<file path="src/rtl/vend_pkg.sv">
// Shared state, coin encoding and credit types for the vending sequencer.
// Coin codes are reused for the change-return path.
package vend_pkg;

    typedef enum logic [1:0] {
        IDLE   = 2'd0,
        VEND   = 2'd1,
        CHANGE = 2'd2
    } state_t;

    typedef logic [6:0] credit_t;

    localparam logic [1:0] COIN_5   = 2'b00;
    localparam logic [1:0] COIN_10  = 2'b01;
    localparam logic [1:0] COIN_25  = 2'b10;
    localparam logic [1:0] COIN_BAD = 2'b11;

    localparam credit_t COIN_VALUE [4] = '{7'd5, 7'd10, 7'd25, 7'd0};

    function automatic credit_t coin_value(input logic [1:0] code);
        return COIN_VALUE[code];
    endfunction

    // Credit is always a multiple of 5, so a non-zero amount always fits a 5.
    function automatic logic [1:0] largest_coin(input credit_t amount);
        if (amount >= 7'd25) begin
            return COIN_25;
        end else if (amount >= 7'd10) begin
            return COIN_10;
        end else begin
            return COIN_5;
        end
    endfunction

endpackage

</file>
<file path="src/rtl/vend_stock.sv">
// Per-item stock counter: loads INIT on reset, decrements on strobe, never wraps.
// Latency: count updates on the strobe edge; zero flag is combinational from the count.
// Backpressure: none; a strobe at zero is ignored.
module vend_stock #(
    parameter logic [3:0] INIT = 4'd0
) (
    input  logic clk,
    input  logic reset_n,
    input  logic dec,
    output logic zero
);

    logic [3:0] count_q;

    always_ff @(posedge clk or negedge reset_n) begin
        if (!reset_n) begin
            count_q <= INIT;
        end else if (dec && (count_q != 4'd0)) begin
            count_q <= count_q - 4'd1;
        end
    end

    assign zero = (count_q == 4'd0);

endmodule

</file>
<file path="src/rtl/vend_sequencer.sv">
// Vending sequencer: coin credit, fixed-priority item grant, vend pulse, optional change return (VEND_CHANGE_EN).
// Latency: Buy at edge N -> Vending in cycle N+1, credit/stock deducted leaving VEND, first change coin right after.
// Backpressure: none; coins outside IDLE are rejected and Buy outside IDLE is dropped, not queued.
module vend_sequencer
    import vend_pkg::*;
#(
    parameter int         COST0      = 5,
    parameter int         COST1      = 10,
    parameter int         COST2      = 15,
    parameter int         COST3      = 30,
    parameter logic [3:0] STOCK0     = 4'd6,
    parameter logic [3:0] STOCK1     = 4'd2,
    parameter logic [3:0] STOCK2     = 4'd1,
    parameter logic [3:0] STOCK3     = 4'd1,
    parameter int         CREDIT_MAX = 100
) (
    input  logic       Clk,
    input  logic       Reset_n,
    input  logic       CoinValid,
    input  logic [1:0] CoinVal,
    input  logic [3:0] Buy,
    input  logic       Refund,
    output logic [6:0] Credit,
    output logic [3:0] Vending,
    output logic       Deny,
    output logic       CoinReject,
    output logic [3:0] SoldOut,
    output logic       Busy,
    output logic       ChangeCoin,
    output logic [1:0] ChangeVal
);

    localparam logic [7:0] CREDIT_LIM = 8'(CREDIT_MAX);
    localparam logic [3:0] STOCK_INIT [4] = '{STOCK0, STOCK1, STOCK2, STOCK3};

    function automatic credit_t cost_of(input logic [1:0] idx);
        case (idx)
            2'd0:    return credit_t'(COST0);
            2'd1:    return credit_t'(COST1);
            2'd2:    return credit_t'(COST2);
            default: return credit_t'(COST3);
        endcase
    endfunction

    state_t     state_q, state_d;
    credit_t    credit_q, credit_d;
    logic [1:0] grant_q, grant_d;
    logic [3:0] vend_q, vend_d;
    logic       deny_q, deny_d;
    logic       rej_q, rej_d;
    logic       chg_q, chg_d;
    logic [1:0] chgval_q, chgval_d;

    logic [3:0] stock_dec;
    logic [3:0] soldout;
    logic [7:0] coin_sum;
    logic       coin_ok;
    logic [1:0] req_idx;
    logic       req_elig;
    credit_t    post_vend;

`ifndef VEND_CHANGE_EN
    logic unused_refund;
    assign unused_refund = Refund;
`endif

    for (genvar i = 0; i < 4; i++) begin : g_stock
        vend_stock #(.INIT(STOCK_INIT[i])) u_stock (
            .clk     (Clk),
            .reset_n (Reset_n),
            .dec     (stock_dec[i]),
            .zero    (soldout[i])
        );
    end

    // Lowest asserted button wins.
    always_comb begin
        req_idx = 2'd3;
        if (Buy[0]) begin
            req_idx = 2'd0;
        end else if (Buy[1]) begin
            req_idx = 2'd1;
        end else if (Buy[2]) begin
            req_idx = 2'd2;
        end
    end

    assign coin_sum  = {1'b0, credit_q} + {1'b0, coin_value(CoinVal)};
    assign coin_ok   = CoinValid && (CoinVal != COIN_BAD) && (coin_sum <= CREDIT_LIM);
    assign req_elig  = (credit_q >= cost_of(req_idx)) && !soldout[req_idx];
    assign post_vend = credit_q - cost_of(grant_q);

    always_comb begin
        state_d   = state_q;
        credit_d  = credit_q;
        grant_d   = grant_q;
        vend_d    = 4'b0000;
        deny_d    = 1'b0;
        rej_d     = CoinValid && !((state_q == IDLE) && coin_ok);
        chg_d     = 1'b0;
        chgval_d  = 2'b00;
        stock_dec = 4'b0000;

        case (state_q)
            IDLE: begin
                if (coin_ok) begin
                    credit_d = coin_sum[6:0];
                end
                // Eligibility uses the credit held before any same-cycle coin.
                if (|Buy) begin
                    if (req_elig) begin
                        grant_d = req_idx;
                        vend_d  = 4'b0001 << req_idx;
                        state_d = VEND;
                    end else begin
                        deny_d = 1'b1;
                    end
                end
`ifdef VEND_CHANGE_EN
                else if (Refund && (credit_q != 7'd0)) begin
                    chg_d    = 1'b1;
                    chgval_d = largest_coin(credit_d);
                    credit_d = credit_d - coin_value(chgval_d);
                    state_d  = CHANGE;
                end
`endif
            end

            VEND: begin
                stock_dec[grant_q] = 1'b1;
                credit_d           = post_vend;
                state_d            = IDLE;
`ifdef VEND_CHANGE_EN
                // First change coin leaves on the same edge as the deduction.
                if (post_vend != 7'd0) begin
                    chg_d    = 1'b1;
                    chgval_d = largest_coin(post_vend);
                    credit_d = post_vend - coin_value(chgval_d);
                    state_d  = CHANGE;
                end
`endif
            end

            CHANGE: begin
`ifdef VEND_CHANGE_EN
                if (credit_q != 7'd0) begin
                    chg_d    = 1'b1;
                    chgval_d = largest_coin(credit_q);
                    credit_d = credit_q - coin_value(chgval_d);
                end else begin
                    state_d = IDLE;
                end
`else
                state_d = IDLE;
`endif
            end

            default: state_d = IDLE;
        endcase
    end

    always_ff @(posedge Clk or negedge Reset_n) begin
        if (!Reset_n) begin
            state_q  <= IDLE;
            credit_q <= 7'd0;
            grant_q  <= 2'd0;
            vend_q   <= 4'b0000;
            deny_q   <= 1'b0;
            rej_q    <= 1'b0;
            chg_q    <= 1'b0;
            chgval_q <= 2'b00;
        end else begin
            state_q  <= state_d;
            credit_q <= credit_d;
            grant_q  <= grant_d;
            vend_q   <= vend_d;
            deny_q   <= deny_d;
            rej_q    <= rej_d;
            chg_q    <= chg_d;
            chgval_q <= chgval_d;
        end
    end

    assign Credit     = credit_q;
    assign Vending    = vend_q;
    assign Deny       = deny_q;
    assign CoinReject = rej_q;
    assign SoldOut    = soldout;
    assign Busy       = (state_q != IDLE);
    assign ChangeCoin = chg_q;
    assign ChangeVal  = chgval_q;

endmodule

</file>
<file path="config.mk">
export PLATFORM = sky130hd
export DESIGN_NAME = vend_sequencer
export DESIGN_NICKNAME = d
export VERILOG_FILES = /design/src/rtl/vend_pkg.sv /design/src/rtl/vend_stock.sv /design/src/rtl/vend_sequencer.sv
export SDC_FILE = /design/constraint.sdc
export NUM_CORES = 1
export LEC_CHECK = 0
export CORE_MARGIN = 2
export CORE_UTILIZATION = 32
export CTS_CLUSTER_SIZE = 30
export DETAILED_ROUTE_END_ITERATION = 12
export GPL_TIMING_DRIVEN = 0
export PLACE_DENSITY_LB_ADDON = 0.25
export SYNTH_ARGS = -nofsm -noshare
export SYNTH_HDL_FRONTEND = slang
export SYNTH_SLANG_ARGS = --single-unit
</file>
<file path="constraint.sdc">
create_clock -name Clk -period 7.66 [get_ports Clk]
set_input_delay 1.532 -clock Clk [delete_from_list [all_inputs] [get_ports Clk]]
set_output_delay 1.532 -clock Clk [all_outputs]
set_load 0.02 [all_outputs]
</file>
==> metrics, run 1 <==
Skew-Pair Late Insertion Delay=about 0.29 ns; via count=approximately 1800; max-slew violation count=0; Arr. time, crit path=4.27 ns; WL final=4790 um; drt pass-1 iters=4; setup repair bufs after CTS=0; port bufs=26; core area=between 0.006 and 0.007 sq mm; post-route ant nets=0; Max FO, Critical Path=6; Ports=31; Max Clock Skew=0.00414 ns; initial DRC count=102; WP buf/inv=2; status=finished clean; row cnt=30; first-pass GRT wire length=8040 um; number of antenna diodes=0; Netlist cell types=60; die area=0.00781 sq mm; CTS Buf Count=5; global route overflow=0; most frequent cells in the layout=dfrtp_1, clkdlybuf4s50_1, ha_1; hold buffers post-CTS=0; Critical Path Max Stage Delay=0.51 ns; post-cts resize count=0; Setup Viol. Count Final=0; HPWL after DPL=3640 um; delay-heaviest family, CP=compound AO/OA/AOI/OAI gates; Synth area leaders=dfrtp_1, ha_1, dfstp_2; max-cap violations=0; CP Capture Type=flip-flop; initial antenna violation count=0; Synth Register Bits=32; Longest Clk Path Bufs=2; die width=88.4 um; fmax=about 240 MHz; layout cells sized above 1=12.8%; Slowest cell on crit path=clkdlybuf4s50_1; maximum vdd drop=between 0.0001 and 0.00015 V; Lkg Pwr=1.20 nW; Main synth FF type=dfrtp_1; GR Util All Layers=between 10% and 20%; initial core utilization=33.4%; Synth Warn #=0; worst-margin pin slew=0.719 ns; pwr/cell area=321 mW/mm^2; ys async rst share=100%; Max-slew headroom=a little over half; Mapped Avg Cell Area=9.61 sq um; RSZ-0062 raised after global routing=false; Remaining DRCs=0; Worst setup SP type=input pin; TritonCTS sink count=32; clock-pin transition on the worst setup and hold timing paths=0.06 ns; chip height=88.4 um; Area Growth Syn to Fin=20.8%; Seq/Total Area, Yosys=between 30% and 40%; Syn Inst Count=between 200 and 250; CP Class=in -> reg; NumNets Final=about 300; Hold WS=0.499 ns; dpl cell area=roughly 0.0027 sq mm; top cell type's share of synthesized area=between 20% and 30%; Post-synth EDFFs=0; TritonCTS clock tree=done; via/cell ratio=4.86; # H-tree levels=2; most common cell after layout, fill and taps aside=dfrtp_1; Final Critical Period=4.10 ns; CP Cell Sequence=clkdlybuf4s50_1 > inv_1 > ha_1 > fa_1 > or2_1 > a222oi_1 > o211ai_2 > a21bo_4 > nand2_4 > a311o_1; CTS root buffer=clkbuf_8; Mapped Area=approximately 0.0023 sq mm; final cycle utilization of the critical path=a little over half; setup TNS=0 ns; vias in the first global route=1668; drt wl/cell=13.0 um; Final Hold Vio Count=0; Final Cell Area=0.00275 sq mm; WP data required=slightly below 8 ns; HP Class=reg -> reg; largest net degree at the start of global routing=33; routability congestion estimate=0.817; area leader, netlist=dfrtp_1
worst register-to-register path, cell delays in order, from the launching register on:
cell	delay [ns]
dfrtp_1	0.41
ha_1	0.25
fa_1	0.46
or2_1	0.24
a222oi_1	0.31
o211ai_2	0.18
a21bo_4	0.26
nand2_4	0.07
a311o_1	0.35
report_power, final:
group / leakage (nW) / total, mW / internal [mW] / switching (mW)
Combinational: 0.747 / 0.513 / 0.228 / 0.285
Sequential: 0.406 / 0.236 / 0.200 / 0.0357
Clock: 0.0455 / 0.134 / 0.0732 / 0.0611
layer usage:
metal	vias to the layer above	track usage, %	share of wire [%]
li1	914	-	-
met1	830	19.4	49
met2	45	19.4	45
met3	5	2.71	5.0
met4	0	3.86	0.88
met5	-	0	0
kinds of logic (layout without fill, tap and decap cells):
logic type / count (synthesis) / count (layout) / synth area share [%]
adders and majority gates: 25 / 25 / 14.4
and+or+nand+nor: 74 / 74 / 18.2
xor gates and xnor gates: 11 / 11 / 4.23
muxes: 5 / 5 / 2.25
AOI/OAI and AO/OA: 55 / 55 / 18.4
other: 1 / 3 / 0.165
buffers and inverters: 34 / 68 / 6.97
DFF: 32 / 32 / 35.4
cell type report:
class	instances	area, sq um
plain buffers	13	80.1
clock buffers	8	90.1
fillers	700	4080
inverters	21	78.8
multi-input cells	173	1320
flip-flops and latches	32	807
well taps	96	120
repair buffers	26	255
sequential cells by signal, summed over array words and instances, names as in the netlist:
name / cells
Deny: 1
Credit: 7
Vending: 4
g_stock.u_stock.count_q: 16
CoinReject: 1
state_q: 1
grant_q: 2
stage by stage:
step	instances	util, %	power (mW)	worst slack, ns
final	369	40.3	0.883	3.56
after global routing	369	40.3	0.962	3.44
after CTS	369	40.3	0.890	3.58
after detailed placement	361	39.0	0.751	3.27
after global placement	361	39.0	0.748	3.27
after floorplan	239	-	0.606	4.01
worst paths after layout:
path / startpoint / to / slack, ns / cells after the start
worst min register to register: g_stock[0].u_stock.count_q[1]$_DFFE_PN1P_ / g_stock[0].u_stock.count_q[1]$_DFFE_PN1P_ / 0.50 / 2
worst min-delay path: g_stock[0].u_stock.count_q[1]$_DFFE_PN1P_ / g_stock[0].u_stock.count_q[1]$_DFFE_PN1P_ / 0.50 / 2
worst max-delay path: CoinVal[0] / Credit[4]$_DFFE_PN0P_ / 3.56 / 10
worst max register to register: Credit[0]$_DFFE_PN0P_ / Credit[4]$_DFFE_PN0P_ / 5.00 / 8
max in group asynchronous: Reset_n / Credit[3]$_DFFE_PN0P_ / 5.90 / 1
min in group asynchronous: Reset_n / g_stock[1].u_stock.count_q[3]$_DFFE_PN0P_ / 1.30 / 1
cell usage after synthesis (3+ instances only):
library cell and instances:
buf_2 4, nand2_1 16, a21o_1 5, nand3_1 4, a21oi_1 9, mux2i_1 4
nor2_1 8, ha_1 23, o21ai_0 10, a31oi_1 4, o311ai_1 3, and3_1 5
nor3_1 7, nand2b_1 6, buf_4 7, nor3b_1 4, inv_1 20, dfrtp_1 27
nor4_1 5, nor2b_1 7, xnor2_1 9, dfstp_2 5
Power figures use the tool's default switching activity.
==> inputs of run 2 (changes only) <==
clock period = 3.9 ns   (was 7.66 ns; I/O delays follow)
==> results of run 2 <==
The final DEF is identical to that of run 1. Status: finished clean.
Main changes from that run: setup slack after placement 3.27 ns -> 0.266 ns; setup slack after layout 3.56 ns -> 0.555 ns; register-to-register setup slack 5.00 ns -> 1.24 ns; total power 0.883 mW -> 1.73 mW; worst IR drop on VDD 0.000107 V -> 0.000210 V
==> inputs of run 3 (changes only) <==
GPL_ROUTABILITY_DRIVEN = 0   (was not set)
MAX_ROUTING_LAYER = met4   (was not set)
==> run 3 against run 2 <==
Via count is 0.11% lower. Sequential share of layout area unchanged. Critical path depth stayed put. Sequential cell count stayed put. Combinational power about the same. Routed wire length decreased by 0.29%. Utilization did not move. Hold slack about the same. Register-to-register slack is essentially flat. Largest cell class unchanged. Largest power group unchanged.
==> metrics, run 3 (synthesis results as in run 1) <==
Logic pwr share=58.0% (about the same); layout cells sized above 1=12.8% (unchanged); core area=0.00683 sq mm (unchanged); final cycle utilization of the critical path=~86%; Worst setup SP type=input pin; setup repair bufs after CTS=0 (unchanged); maximum vdd drop=0.000211 V; GR Util All Layers=13.5% (+0.37 points); Multi-input gate area=0.00132 sq mm (unchanged); most frequent cells in the layout=dfrtp_1, clkdlybuf4s50_1, ha_1; Remaining DRCs=0 (unchanged); max-slew violation count=0 (unchanged); most common cell after layout, fill and taps aside=dfrtp_1; CP Capture Type=flip-flop; TritonCTS clock tree=done; Lkg Pwr=1.20 nW (unchanged); WL final=4780 um (-0.29%); initial antenna violation count=0 (unchanged); Skew-Pair Late Insertion Delay=0.29 ns (about the same); clock power share=15.2% (about the same); CTS Buf Count=5 (unchanged); share of power burned in registers=26.8% (about the same); WP buf/inv=2 (unchanged); Sw Ratio=between 40% and 50%; post-cts resize count=0 (unchanged); worst r2r src=Credit[0]$_DFFE_PN0P_; Cells after DPL=361 (unchanged); via count=1792 (-0.11%); die width=88.4 um (unchanged); Placement Setup Slack=approximately 0.27 ns; cell internal power dissipation=just under 1 mW; WP depth=10 (unchanged); Arr. time, crit path=3.51 ns; worst-margin pin slew=0.719 ns (+0.0000775 ns); CP Class=in -> reg; first-pass GRT wire length=8020 um (-0.17%); WP data required=a little over 4 ns; Longest Clk Path Bufs=2 (unchanged); worst-case setup margin in the final layout=0.559 ns; NumNets Final=307 (unchanged); pwr/cell area=630 mW/mm^2; HP Class=reg -> reg; Sw Pwr=0.747 mW; status=finished clean; largest net degree at the start of global routing=33 (unchanged); Final Hold Vio Count=0 (unchanged); Ports=31 (unchanged); fmax=299 MHz; Max FO, Critical Path=6 (unchanged); initial core utilization=33.4% (unchanged); max-cap violations=0 (unchanged); PnR Total Power=1.73 mW; number of antenna diodes=0 (unchanged); chip height=88.4 um (unchanged); setup TNS=0 ns (unchanged); hold buffers post-CTS=0 (unchanged); r2r worst-path depth=8 (unchanged); Slowest cell on crit path=clkdlybuf4s50_1; row cnt=30 (unchanged); HPWL after DPL=3640 um (unchanged); Final Critical Period=approximately 3.3 ns; delay-heaviest family, CP=compound AO/OA/AOI/OAI gates; Seq. cell area=807 sq um (unchanged); CP endpoint=Credit[4]$_DFFE_PN0P_; CTS root buffer=clkbuf_8; Worst R2R End=Credit[4]$_DFFE_PN0P_; max reg flops=16 (unchanged); global route overflow=0 (unchanged); Setup Viol. Count Final=0 (unchanged); Max-slew headroom=52.0% (about the same); drt wl/cell=12.9 um (-0.29%); CP Cell Sequence=clkdlybuf4s50_1 > inv_1 > ha_1 > fa_1 > or2_1 > a222oi_1 > o211ai_2 > a21bo_4 > nand2_4 > a311o_1; most flop-heavy register=g_stock.u_stock.count_q; Critical Path Start=CoinVal[0]; non-filler cells, final=369 (unchanged); port bufs=26 (unchanged); post-route ant nets=0 (unchanged); r2r setup slk=1.24 ns; via/cell ratio=4.86 (-0.11%); clock-pin transition on the worst setup and hold timing paths=0.06 ns (about the same); vias in the first global route=1667 (-0.060%); Critical Path Max Stage Delay=0.51 ns (about the same); RSZ-0062 raised after global routing=false; initial DRC count=105 (+2.9%); Area Growth Syn to Fin=20.8% (unchanged); Max Clock Skew=0.00456 ns (+0.000414 ns); # H-tree levels=2 (unchanged); drt pass-1 iters=4 (unchanged); TritonCTS sink count=32 (unchanged); FILL cells=700 (unchanged); die area=0.00781 sq mm (unchanged)
## run 3: cell counts in the layout (fill, tap and decap cells not counted)
No cell type changed its count.
## run 3: through the flow
step	utilization, %	area [sq um]	hold slack, ns
global route	40.3	2750	0.522
detailed placement	39.0	2660	0.490
finish	40.3	2750	0.498
CTS	40.3	2750	0.499
floorplan	-	2290	0.465
global placement	39.0	2670	0.485
## run 3: worst min-delay path by stage
stage	slack, ns	to	depth (start not counted)	from
2_1_floorplan	0.46	g_stock[0].u_stock.count_q[3]$_DFFE_PN0P_	1	g_stock[0].u_stock.count_q[3]$_DFFE_PN0P_
3_3_place_gp	0.49	g_stock[0].u_stock.count_q[2]$_DFFE_PN1P_	2	g_stock[0].u_stock.count_q[2]$_DFFE_PN1P_
3_5_place_dp	0.49	g_stock[0].u_stock.count_q[2]$_DFFE_PN1P_	2	g_stock[0].u_stock.count_q[2]$_DFFE_PN1P_
4_1_cts	0.50	g_stock[0].u_stock.count_q[2]$_DFFE_PN1P_	2	g_stock[0].u_stock.count_q[2]$_DFFE_PN1P_
5_1_grt	0.52	g_stock[1].u_stock.count_q[1]$_DFFE_PN1P_	2	g_stock[1].u_stock.count_q[1]$_DFFE_PN1P_
6_report	0.50	g_stock[0].u_stock.count_q[2]$_DFFE_PN1P_	2	g_stock[0].u_stock.count_q[2]$_DFFE_PN1P_
## run 3: per-layer routing
metal  global-route usage (%)  wire length [um]  vias to the layer above
met3                     2.61               187                        5
met2                     19.4              2140                       38
li1                         -                 -                      915
met4                     3.86                42                        0
met1                     19.3              2410                      834
met5                        -                 0                        -
## run 3: layout make-up
cell class                 count  share of cell area (%)
tap                           96                    4.37
sequential                    32                    29.3
clock buffer                   8                    3.27
timing repair buffer          26                    9.28
buffer                        13                    2.91
inverter                      21                    2.86
multi-input combinational    173                    48.0
## run 3: power groups by stage
stage	clock, mW	combinational, mW	sequential [mW]
6_report	0.264	1.00	0.464
2_1_floorplan	0	0.677	0.513
4_1_cts	0.273	1.01	0.467
3_5_place_dp	0	1.00	0.473
3_3_place_gp	0	0.999	0.471
5_1_grt	0.288	1.12	0.475
## run 3: tightest hold or removal path, delay by kind of cell (launching register included)
family	cells	cell delay, ns
AO/OA/AOI/OAI	1	0.07
flip-flops	1	0.38
AND/OR/NAND/NOR	1	0.05
